$ cat src/rtl/stream_arb2.sv
// Two-input round-robin valid/ready arbiter with burst locking and a one-entry
// registered output slot; sel/ready are combinational, data path is registered.
module stream_arb2 #(
    parameter int WIDTH     = 16,
    parameter int BURST_LEN = 4
) (
    input  logic             clk,
    input  logic             rst_n,
    input  logic [WIDTH-1:0] in0_data,
    input  logic             in0_valid,
    output logic             in0_ready,
    input  logic [WIDTH-1:0] in1_data,
    input  logic             in1_valid,
    output logic             in1_ready,
    output logic             sel,
    output logic [WIDTH-1:0] out_data,
    output logic             out_valid,
    input  logic             out_ready,
    output logic             out_src
);

    localparam int CW = $clog2(BURST_LEN + 1);
    localparam logic [CW-1:0] BEAT_LAST = CW'(BURST_LEN - 1);

    typedef enum logic [1:0] {
        IDLE   = 2'd0,
        GRANT0 = 2'd1,
        GRANT1 = 2'd2
    } state_e;

    state_e           state_q, state_d;
    logic             last_q, last_d;
    logic [CW-1:0]    beat_cnt_q, beat_cnt_d;
    logic [WIDTH-1:0] out_data_q, out_data_d;
    logic             out_valid_q, out_valid_d;
    logic             out_src_q, out_src_d;

    logic             free_s;
    logic             owner_s;
    logic             owner_valid_s;
    logic             xfer_s;
    logic [WIDTH-1:0] xfer_data_s;

    // State and output-slot registers
    always_ff @(posedge clk or negedge rst_n) begin
        if (!rst_n) begin
            state_q     <= IDLE;
            last_q      <= 1'b1;
            beat_cnt_q  <= '0;
            out_data_q  <= '0;
            out_valid_q <= 1'b0;
            out_src_q   <= 1'b0;
        end else begin
            state_q     <= state_d;
            last_q      <= last_d;
            beat_cnt_q  <= beat_cnt_d;
            out_data_q  <= out_data_d;
            out_valid_q <= out_valid_d;
            out_src_q   <= out_src_d;
        end
    end

    // Owner selection, handshake and mux select (no path from input data)
    always_comb begin
        free_s = !out_valid_q || out_ready;
        case (state_q)
            GRANT0: owner_s = 1'b0;
            GRANT1: owner_s = 1'b1;
            IDLE: begin
                if (in0_valid && in1_valid) begin
                    owner_s = !last_q;
                end else if (in0_valid) begin
                    owner_s = 1'b0;
                end else if (in1_valid) begin
                    owner_s = 1'b1;
                end else begin
                    owner_s = !last_q;
                end
            end
            default: owner_s = 1'b0;
        endcase
        sel           = owner_s;
        in0_ready     = free_s && !owner_s;
        in1_ready     = free_s && owner_s;
        owner_valid_s = owner_s ? in1_valid : in0_valid;
        xfer_s        = owner_valid_s && free_s;
        xfer_data_s   = owner_s ? in1_data : in0_data;
    end

    // Next-state: burst tracking, early release and round-robin pointer
    always_comb begin
        state_d    = state_q;
        last_d     = last_q;
        beat_cnt_d = beat_cnt_q;
        case (state_q)
            IDLE: begin
                if (xfer_s) begin
                    if (BURST_LEN > 1) begin
                        state_d    = owner_s ? GRANT1 : GRANT0;
                        beat_cnt_d = CW'(1);
                    end else begin
                        last_d = owner_s;
                    end
                end else begin
                    state_d = IDLE;
                end
            end
            GRANT0, GRANT1: begin
                if (!owner_valid_s) begin
                    // Owner went quiet: hand back to arbitration even if stalled
                    state_d    = IDLE;
                    last_d     = owner_s;
                    beat_cnt_d = '0;
                end else if (xfer_s) begin
                    if (beat_cnt_q == BEAT_LAST) begin
                        state_d    = IDLE;
                        last_d     = owner_s;
                        beat_cnt_d = '0;
                    end else begin
                        beat_cnt_d = beat_cnt_q + CW'(1);
                    end
                end else begin
                    state_d = state_q;
                end
            end
            default: begin
                state_d    = IDLE;
                last_d     = 1'b1;
                beat_cnt_d = '0;
            end
        endcase
    end

    // Output slot: load on transfer, drain when free, hold on stall
    always_comb begin
        out_data_d  = out_data_q;
        out_valid_d = out_valid_q;
        out_src_d   = out_src_q;
        if (xfer_s) begin
            out_data_d  = xfer_data_s;
            out_valid_d = 1'b1;
            out_src_d   = owner_s;
        end else if (free_s) begin
            out_valid_d = 1'b0;
        end else begin
            out_valid_d = out_valid_q;
        end
    end

    assign out_data  = out_data_q;
    assign out_valid = out_valid_q;
    assign out_src   = out_src_q;

endmodule

$ cat config.mk
export PLATFORM = sky130hd
export DESIGN_NAME = stream_arb2
export DESIGN_NICKNAME = d
export VERILOG_FILES = /design/src/rtl/stream_arb2.sv
export SDC_FILE = /design/constraint.sdc
export NUM_CORES = 1
export LEC_CHECK = 0
export CAP_MARGIN = 20
export CORE_ASPECT_RATIO = 1.75
export CORE_UTILIZATION = 45
export DETAILED_ROUTE_END_ITERATION = 8
export PLACE_DENSITY_LB_ADDON = 0.05
export SLEW_MARGIN = 30
export SYNTH_ARGS = -nofsm -noshare
export SYNTH_HDL_FRONTEND = slang
export SYNTH_SLANG_ARGS = --single-unit
export TNS_END_PERCENT = 50
$ cat constraint.sdc
create_clock -name clk -period 3.4 [get_ports clk]
set_input_delay 0.34 -clock clk [delete_from_list [all_inputs] [get_ports clk]]
set_output_delay 0.34 -clock clk [all_outputs]
set_load 0.02 [all_outputs]
* Yosys cells after proc, flatten, opt, wreduce, memory -nomap -nowiden
Index checks and enable logic that the tools add are counted.
** Word-level totals
- Logic and storage cells :: 51
- Bits in registers :: 24
- Bits of input ports :: 37
** Cells by class
- Reductions and logical operators :: 14
- Bitwise operators :: 1
- Mux-type cells :: 23
- Equality and inequality tests :: 6
- Add/sub/neg operators :: 1
** Operator list (number)
- $mux W16 :: 1
- $mux W3 :: 4
- $mux W2 :: 5
- $mux W1 :: 9
- $ne A3 B3 Y1 const B :: 2
- $pmux W3 S2 :: 1
- $logic_and A1 B1 Y1 :: 4
- $pmux W1 S2 :: 2
- $pmux W2 S2 :: 1
- $reduce_and A2 Y1 :: 2
- $add A3 B1 Y3 const B :: 1
- $eq A3 B2 Y1 const B :: 1
- $logic_not A1 Y1 :: 3
- $reduce_and A3 Y1 :: 1
- $eq A2 B1 Y1 const B :: 1
- $eq A2 B2 Y1 const B :: 1
- $logic_not A2 Y1 :: 1
- $ne A2 B2 Y1 const B :: 1
- $reduce_bool A2 Y1 :: 1
- $reduce_or A2 Y1 :: 1
- $logic_or A1 B1 Y1 :: 1
- $not A1 Y1 :: 1

* Logic depth before layout (Yosys ltp)
Gate-level depths: netlist (run 1).
- Word-level depth :: 10
- Gate-level depth with buffers :: 9
- Mapped depth without buffers :: 6

* Worst setup path before layout (run 1)
No wires, ideal clock.
- Path type :: flip-flop to output port
- Start :: register state_q[0]
- End :: output in1_ready
- Setup slack :: 1.327 ns
- Stages on the path, launching flop included :: 7
- Arrival time :: 1.733 ns
- Cell sequence :: dfrtp_1 inv_1 ha_1 buf_4 inv_1 o21ai_0 and2_1
** On the way
- Longest elaborated chain between the ends :: 3
** Ends and longest elaborated chain
- from (decl) :: line 31 : state_e state_q, state_d;
- from (signal assigned) :: line 54 : state_q <= state_d;
- $eq A2 B2 Y1 or $logic_not A2 Y1 (tied branches) :: line 66 : case (state_q)
- $pmux W1 S2 (*) :: line 66
- named net sel :: line 15 : output logic sel,
- $logic_and A1 B1 Y1 (*) :: line 84 : in1_ready = free_s && owner_s;
- to (decl) :: line 14 : output logic in1_ready,
The timed path passes the listed nets; every way through them passes the cells marked *.

* Worst setup path in the final report (run 1)
- Start :: input in1_valid
- End :: output in1_ready
** On the way
- Longest elaborated chain between the ends :: 5
** Ends and longest elaborated chain
- from (decl) :: line 13 : input logic in1_valid,
- $mux W1 :: line 74 : end else if (in1_valid) begin
- $mux W1 :: line 72 : end else if (in0_valid) begin
- $mux W1 (*) :: line 70 : if (in0_valid && in1_valid) begin
- $pmux W1 S2 (*) :: line 66
- $logic_and A1 B1 Y1 (*) :: line 84
Mark *: on every way between the ends. The rest lies on a longest branch, timed or not.

==> metrics.txt, run 1 <==
Layout area overhead 47.2%; Async SR Flop Fraction 1.00; Clk pwr share 0.110; hold-fix buffers at CTS 0; max-slew violations 0; Detailed Route WL 3020 µm; n_diodes 0; Layout Cells excl Fill 210; Die W 42.8 µm; Switch Pwr 0.716 mW; crit end category output port; most frequent cells in the layout clkdlybuf4s50_1, inv_1, dfrtp_1; I/O pin count 58; DRC 0; sw frac 0.418; endpoints failing setup 0; Clock Latency Late Sink 0.26 ns; clk slew on worst S/H paths 0.08 ns; total global routing overflow 0; combinational power share 0.597; largest net degree at the start of global routing 25; Site Rows 25; layout cells sized above 1 0.126; placed instance count 206; drt via density 5.55; critical path class primary input to output port; postcts setup bufs 0; global-route wire length before repair 5110 µm; Post-Route Setup TNS 0 ns; FILL cells 217; Synth Flop Type dfrtp_1; Placer Congestion 0.820; Core Box Area 2720 µm²; Synth Warn # 0; Hold Crit Class primary input to async pin; Leak 0.844 nW; power per cell area 886 nW/µm²; worst-margin pin slew 0.739 ns; cells after synthesis 125; die area 3150 µm²; peak supply drop 0.527 mV; DR vias 1165; CTS Buf Count 3; Seq/Total Area, Yosys 0.458; Int Power 0.998 mW; vias in the first global route 1183; overall global routing resource usage 0.216; Arr. time, crit path 2.40 ns; RSZ-0062 raised after global routing false; Syn Area/Cell 10.5 µm²; critical path startpoint category primary input; critical path required time 3.06 ns; maximum level of the CTS H-tree 1; library cells used by synthesis 35; # clock sinks 24; status completed; clk root buf clkbuf_8; period utilization 0.805; Max Clk Rate 365 MHz; Worst R2R End out_data[5]; clk buf depth 2; Yosys reg bits 24; CP startpoint in1_valid; R2R Path Start state_q[0]; fin crit period 2.74 ns; CP Max Fanout 5; initial DRC count 35; R2R Setup Slk 0.78 ns; EDFF count, synth 0; quantity of I/O buffers inserted on ports 57; Flop pwr share 0.293; Antenna Violating Nets Remaining 0; initial antenna violation count 0; Die Height 73.5 µm; Fin. Hold Viols 0; most common cell after layout, fill and taps aside clkdlybuf4s50_1; Detailed Place HPWL 2310 µm; syn_nets 167; relative slew slack 0.507; clk_skew 0.00279 ns; reg2reg path depth 7; Post-Syn Area 1310 µm²; drt pass-1 iters 4; Wirelength per Cell 14.4 µm; nets 226; CTS-repair resized insts 0; initial cell density of the core 0.483; TritonCTS clock tree built; max-cap check violation count 0
-- worst max-delay path: stages --
cell	delay (ns)
clkdlybuf4s50_1	0.58
inv_1	0.13
maj3_1	0.33
o21ai_0	0.25
and2_1	0.17
clkdlybuf4s50_1	0.59
-- kinds of logic (layout without fill, tap and decap cells) --
| family | after synthesis | after routing | synth area share |
|---|---|---|---|
| mux | 3 | 3 | 0.0248 |
| compound gates | 49 | 49 | 0.295 |
| buf+inv | 29 | 87 | 0.106 |
| fa+ha+maj | 6 | 6 | 0.0552 |
| simple gates | 14 | 14 | 0.0610 |
| flops | 24 | 24 | 0.458 |
-- metal layers --
| layer | vias up | wire [µm] | track usage |
|---|---|---|---|
| met5 | - | 0 | 0 |
| met4 | 0 | 54 | 0.115 |
| met3 | 6 | 149 | 0.0344 |
| met2 | 40 | 1690 | 0.399 |
| met1 | 569 | 1130 | 0.226 |
| li1 | 550 | - | - |
-- metrics by stage --
stage	hold WS, ns	power, mW	util	worst slack (ns)	area (µm²)
final	0.0477	1.71	0.711	0.662	1930
after global routing	0.0842	1.83	0.711	0.544	1930
after CTS	0.0605	1.74	0.711	0.661	1930
after detailed placement	0.353	1.54	0.691	0.662	1880
after global placement	0.477	1.50	0.692	0.732	1880
after floorplan	0.0444	1.16	-	1.33	1310
-- worst max-delay path by stage --
stage / endpoint / slack (ns) / cells after the start
after detailed placement: in1_ready / 0.66 / 6
after global routing: in1_ready / 0.54 / 6
after floorplan: in1_ready / 1.33 / 6
after global placement: in1_ready / 0.73 / 6
final: in1_ready / 0.66 / 6
after CTS: in1_ready / 0.66 / 6
-- area by class of cell --
cell class / instances / area (µm²) / share of cell area
inverters: 24 / 90.1 / 0.0466
multi-input cells: 72 / 573 / 0.296
clock buffers: 4 / 55.1 / 0.0285
flip-flops and latches: 24 / 602 / 0.311
well taps: 27 / 33.8 / 0.0175
repair buffers: 59 / 581 / 0.300
-- state kept, by name (all words and copies together) (netlist names) --
signal	count
beat_cnt_q	3
last_q	1
out_data	16
out_src	1
out_valid	1
state_q	2
-- synthesized netlist by cell type, drive strengths merged, types with 2 or more instances --
cell / count / area share
o21ai: 22 / 0.11
a211oi: 2 / 0.021
inv: 24 / 0.069
a22oi: 16 / 0.091
nand2: 4 / 0.011
mux2: 2 / 0.017
ha: 5 / 0.048
nand2b: 2 / 0.0095
o21a: 2 / 0.011
buf: 5 / 0.037
dfrtp: 23 / 0.44
-- power groups by stage --
stage | sequential [mW] | combinational, mW | clock [mW]
final | 0.502 | 1.02 | 0.188
after CTS | 0.503 | 1.04 | 0.198
after global routing | 0.516 | 1.11 | 0.205
after floorplan | 0.625 | 0.536 | 0
after global placement | 0.500 | 1.00 | 0
after detailed placement | 0.504 | 1.03 | 0
Power figures use the tool's default switching activity.
==> inputs of run 2 (changes only) <==
--- a/config.mk
+++ b/config.mk
@@ -7,7 +7,7 @@
 export LEC_CHECK = 0
 export CAP_MARGIN = 20
 export CORE_ASPECT_RATIO = 1.75
-export CORE_UTILIZATION = 45
+export CORE_UTILIZATION = 37
 export DETAILED_ROUTE_END_ITERATION = 8
 export PLACE_DENSITY_LB_ADDON = 0.05
 export SLEW_MARGIN = 30
==> constraint.sdc (replaced) <==
create_clock -name clk -period 2.5 [get_ports clk]
set_input_delay 0.25 -clock clk [delete_from_list [all_inputs] [get_ports clk]]
set_output_delay 0.25 -clock clk [all_outputs]
set_load 0.02 [all_outputs]
==> run 2 against run 1 <==
Compared with the run above:
- first-iteration DRC count shrank 74%
- critical path depth unchanged
- via count decreased by 4.0%
- power rose by 37%
- clock power up 23%
- sequential share of layout area fell by 0.82 points
- cell area grew 2.7%
- non-clock buffer count up 3
- largest power group unchanged
==> metrics.txt, run 2 (synthesis results as in run 1) <==
Detailed Place HPWL 2340 µm; Detailed Route WL 3010 µm; hold-fix buffers at CTS 0; grt met3 use 0.0378; Core Box Area 3400 µm²; I/O pin count 58; clk slew on worst S/H paths 0.08 ns; Worst path slowest cell clkdlybuf4s50_1; max-cap check violation count 0; critical path required time 2.25 ns; most frequent cells in the layout clkdlybuf4s50_1, inv_1, dfrtp_1; Layout area overhead 51.2%; R2R Path Start state_q[0]; postcts setup bufs 0; DR vias 1118; met2 usage 0.321; most used routing layer in global routing met2; critical path's top delay family buffers and inverters; crit path cell chain inv_1 -> ha_4 -> inv_1 -> o21ai_1 -> and2_1 -> clkdlybuf4s50_1; Wirelength per Cell 13.0 µm; DRC 0; Worst R2R End out_data[13]; Post-Route Setup TNS 0 ns; global-route wire length before repair 5050 µm; drt pass-1 iters 3; Die W 47.0 µm; Fin. Hold Viols 0; Crit. path cell count 6; max-slew violations 0; placed instance count 227; Arr. time, crit path 2.11 ns; vias in the first global route 1190; Site Rows 28; clk root buf clkbuf_8; overall global routing resource usage 0.183; largest net degree at the start of global routing 25; power per cell area 1180 nW/µm²; endpoints failing setup 0; n_diodes 0; Layout Cells excl Fill 231; crit end category output port; most common cell after layout, fill and taps aside clkdlybuf4s50_1; WP buf/inv 3; grt met1 use 0.202; status completed; maximum level of the CTS H-tree 1; CP max stage delay 0.60 ns; clk_skew 0.00677 ns; initial DRC count 9; Clock Latency Late Sink 0.26 ns; fin crit period 2.36 ns; clk buf depth 2; drt via density 4.84; max reg flops 16; reg2reg path depth 7; critical path startpoint category flip-flop; Hold Crit Class primary input to async pin; period utilization 0.945; # clock sinks 24; CTS Buf Count 3; Die Height 80.8 µm; initial cell density of the core 0.387; worst-margin pin slew 0.715 ns; critical path class flip-flop to output port; Max Clk Rate 423 MHz; total global routing overflow 0; RSZ-0062 raised after global routing false; nets 229; peak supply drop 0.671 mV; Antenna Violating Nets Remaining 0; die area 3800 µm²; Placer Congestion 0.799; Leak 0.854 nW; TritonCTS clock tree built; R2R Setup Slk 0.48 ns; CP Max Fanout 9; relative slew slack 0.523; initial antenna violation count 0; layout cells sized above 1 0.134; quantity of I/O buffers inserted on ports 57; Most Frequent Cell on Critical Path inv_1
run 2: power breakdown:
part / internal (mW) / leakage, nW / switching (mW) / total (mW)
clock network: 0.114 / 0.0228 / 0.117 / 0.231
logic: 0.680 / 0.539 / 0.745 / 1.43
registers: 0.574 / 0.292 / 0.110 / 0.684
run 2: worst reg2reg max path, cell delays in order, from the launching register on:
cell and delay (ns):
dfrtp_1 0.42, inv_1 0.15, ha_4 0.21, a21bo_1 0.24, a211oi_4 0.25, or2_1 0.28, buf_4 0.26, o21ai_2 0.07
run 2: repair_timing:
action                                  4_1_cts  5_1_grt
endpoints found under the hold margin         0        0
gates resized for setup                       1        2
endpoints found under the setup margin        1        2
run 2: cell type report:
class	instances	area, µm²
sequential	24	602
clock buffer	4	45.0
timing repair buffer	62	608
inverter	24	90.1
multi-input combinational	72	586
tap	45	56.3
fill	312	1410
run 2: metrics by stage:
stage                util  setup slack, ns  hold WS, ns  instance area (µm²)  power, mW
global route        0.585           0.0327        0.360                 1990       2.54
floorplan               -            0.517      -0.0456                 1310       1.58
global placement    0.568            0.141        0.472                 1930       2.07
finish              0.585            0.138        0.330                 1990       2.34
CTS                 0.582          0.00584        0.341                 1980       2.34
detailed placement  0.568           0.0656        0.482                 1930       2.10
run 2: per-layer routing:
metal / routed length, µm / share of wire
met3: 142 / 0.047
met4: 48 / 0.016
met2: 1700 / 0.56
met5: 0 / 0
met1: 1120 / 0.37
run 2: how the worst max path moves through the flow:
stage               slack, ns  startpoint         to
global placement         0.14   in1_valid  in1_ready
CTS                     0.006  state_q[0]  in1_ready
finish                   0.14  state_q[0]  in1_ready
detailed placement       0.07   in1_valid  in1_ready
global route             0.03  state_q[0]  in1_ready
floorplan                0.52  state_q[0]  in1_ready
==> inputs of run 3 (changes only) <==
--- a/config.mk
+++ b/config.mk
@@ -7,6 +7,7 @@
 export LEC_CHECK = 0
 export CAP_MARGIN = 20
 export CORE_ASPECT_RATIO = 1.75
+export CORE_MARGIN = 5
 export CORE_UTILIZATION = 37
 export DETAILED_ROUTE_END_ITERATION = 8
 export PLACE_DENSITY_LB_ADDON = 0.05
==> run 3 against run 2 <==
Compared with the run above:
- maximum frequency grew 1.7%
- setup slack better by 0.040 ns
- combinational power about the same
- global-route usage shrank 3.5 points
- sequential share of layout area shrank 0.40 points
- die area is 29% higher
- sequential cell count unchanged
- wire length up 8.0%
- critical path depth did not move
==> metrics.txt, run 3 (synthesis results as in run 1) <==
status completed; Wirelength per Cell 14.1 µm; Leak 0.867 nW; CP Max Fanout 9; crit path to in1_ready; Detailed Place HPWL 2560 µm; Core Box Area 3400 µm²; clk slew on worst S/H paths 0.09 ns; fin crit period 2.32 ns; nets 229; layout cells sized above 1 0.140; Hold Crit Class primary input to async pin; Clock Latency Late Sink 0.26 ns; most common cell after layout, fill and taps aside clkdlybuf4s50_1; critical path required time 2.25 ns; Antenna Violating Nets Remaining 0; clk_skew 0.00318 ns; Site Rows 28; reg2reg path depth 6; peak supply drop 0.584 mV; most frequent cells in the layout clkdlybuf4s50_1, inv_1, dfrtp_1; quantity of I/O buffers inserted on ports 57; DR vias 1120; total power 2.45 mW; power per cell area 1220 nW/µm²; Layout Cells excl Fill 231; placed instance count 227; Die W 55.0 µm; Worst R2R End beat_cnt_q[0]; max-cap check violation count 0; clk root buf clkbuf_8; critical path class flip-flop to output port; Arr. time, crit path 2.07 ns; crit end category output port; Switch Pwr 0.985 mW; R2R Path Start state_q[0]; Max Clk Rate 431 MHz; endpoints failing setup 0; Flop pwr share 0.276; drt pass-1 iters 4; max-slew violations 0; sw frac 0.402; vias in the first global route 1240; initial antenna violation count 0; Clk pwr share 0.138; total global routing overflow 0; combinational power share 0.586; Fin. Hold Viols 0; DRC 0; Post-Route Setup TNS 0 ns; drt via density 4.85; initial cell density of the core 0.387; CTS Buf Count 3; RSZ-0062 raised after global routing false; Detailed Route WL 3250 µm; clk buf depth 2; die area 4890 µm²; # clock sinks 24; period utilization 0.929; critical path startpoint category flip-flop; global-route wire length before repair 5340 µm; largest net degree at the start of global routing 25; Int Power 1.46 mW; relative slew slack 0.554; CP startpoint state_q[0]; Layout area overhead 53.2%; hold-fix buffers at CTS 0; initial DRC count 8; worst-margin pin slew 0.669 ns; postcts setup bufs 0; maximum level of the CTS H-tree 1; I/O pin count 58; R2R Setup Slk 0.47 ns; overall global routing resource usage 0.148; Die Height 88.8 µm; Placer Congestion 0.739; max reg flops 16; n_diodes 0; TritonCTS clock tree built
[run 3: cell types whose count changed in the layout (fill, tap and decap cells not counted), sizes merged]
| cell | before | now |
|---|---|---|
| bufinv | 0 | 1 |
| clkbuf | 4 | 3 |
[run 3: how the worst min path moves through the flow]
stage                   from             to  slack (ns)  cells past startpoint
6_report               rst_n    out_data[1]        0.33                      2
5_1_grt                rst_n    out_data[1]        0.35                      2
4_1_cts                rst_n    out_data[1]        0.34                      2
3_5_place_dp   beat_cnt_q[2]  beat_cnt_q[2]        0.51                      1
3_3_place_gp   beat_cnt_q[2]  beat_cnt_q[2]        0.48                      1
2_1_floorplan          rst_n  beat_cnt_q[0]       -0.05                      0
[run 3: what timing repair did]
action,CTS,global route
pin swaps,0,0
resized for setup,1,2
endpoints found under the setup margin,1,3
[run 3: final cells by class]
class                   count  area, µm²
fillers                   314       1390
clock inverters             1       30.0
inverters                  24       90.1
flip-flops and latches     24        602
clock buffers               3       41.3
repair buffers             62        608
multi-input cells          72        586
well taps                  45       56.3
[run 3: metrics by stage]
stage               worst slack [ns]   util  cell area [µm²]  hold slack (ns)
floorplan                      0.517      -             1310          -0.0456
global placement               0.149  0.568             1930            0.484
detailed placement             0.102  0.568             1930            0.510
CTS                           0.0170  0.589             2000            0.338
global route                  0.0473  0.592             2010            0.348
finish                         0.177  0.592             2010            0.332
[run 3: critical path, stage by stage (launching register included)]
cell and delay (ns):
dfrtp_1 0.42, inv_1 0.14, ha_4 0.21, inv_1 0.10
o21ai_1 0.20, and2_1 0.15, clkdlybuf4s50_1 0.60
[run 3: layer usage]
| metal | routed length (µm) | GRT usage | share of wire | vias up |
|---|---|---|---|---|
| li1 | - | - | - | 553 |
| met5 | 0 | 0 | 0 | - |
| met4 | 25 | 0.0597 | 0.0077 | 0 |
| met1 | 1250 | 0.163 | 0.38 | 532 |
| met3 | 159 | 0.0337 | 0.049 | 2 |
| met2 | 1820 | 0.262 | 0.56 | 33 |
[run 3: power groups by stage]
stage                     clock network (mW)  registers [mW]  logic [mW]
final                                  0.337           0.676        1.44
after global routing                   0.366           0.706        1.57
after floorplan                            0           0.850       0.729
after detailed placement                   0           0.682        1.42
after global placement                     0           0.675        1.40
after CTS                              0.348           0.678        1.43
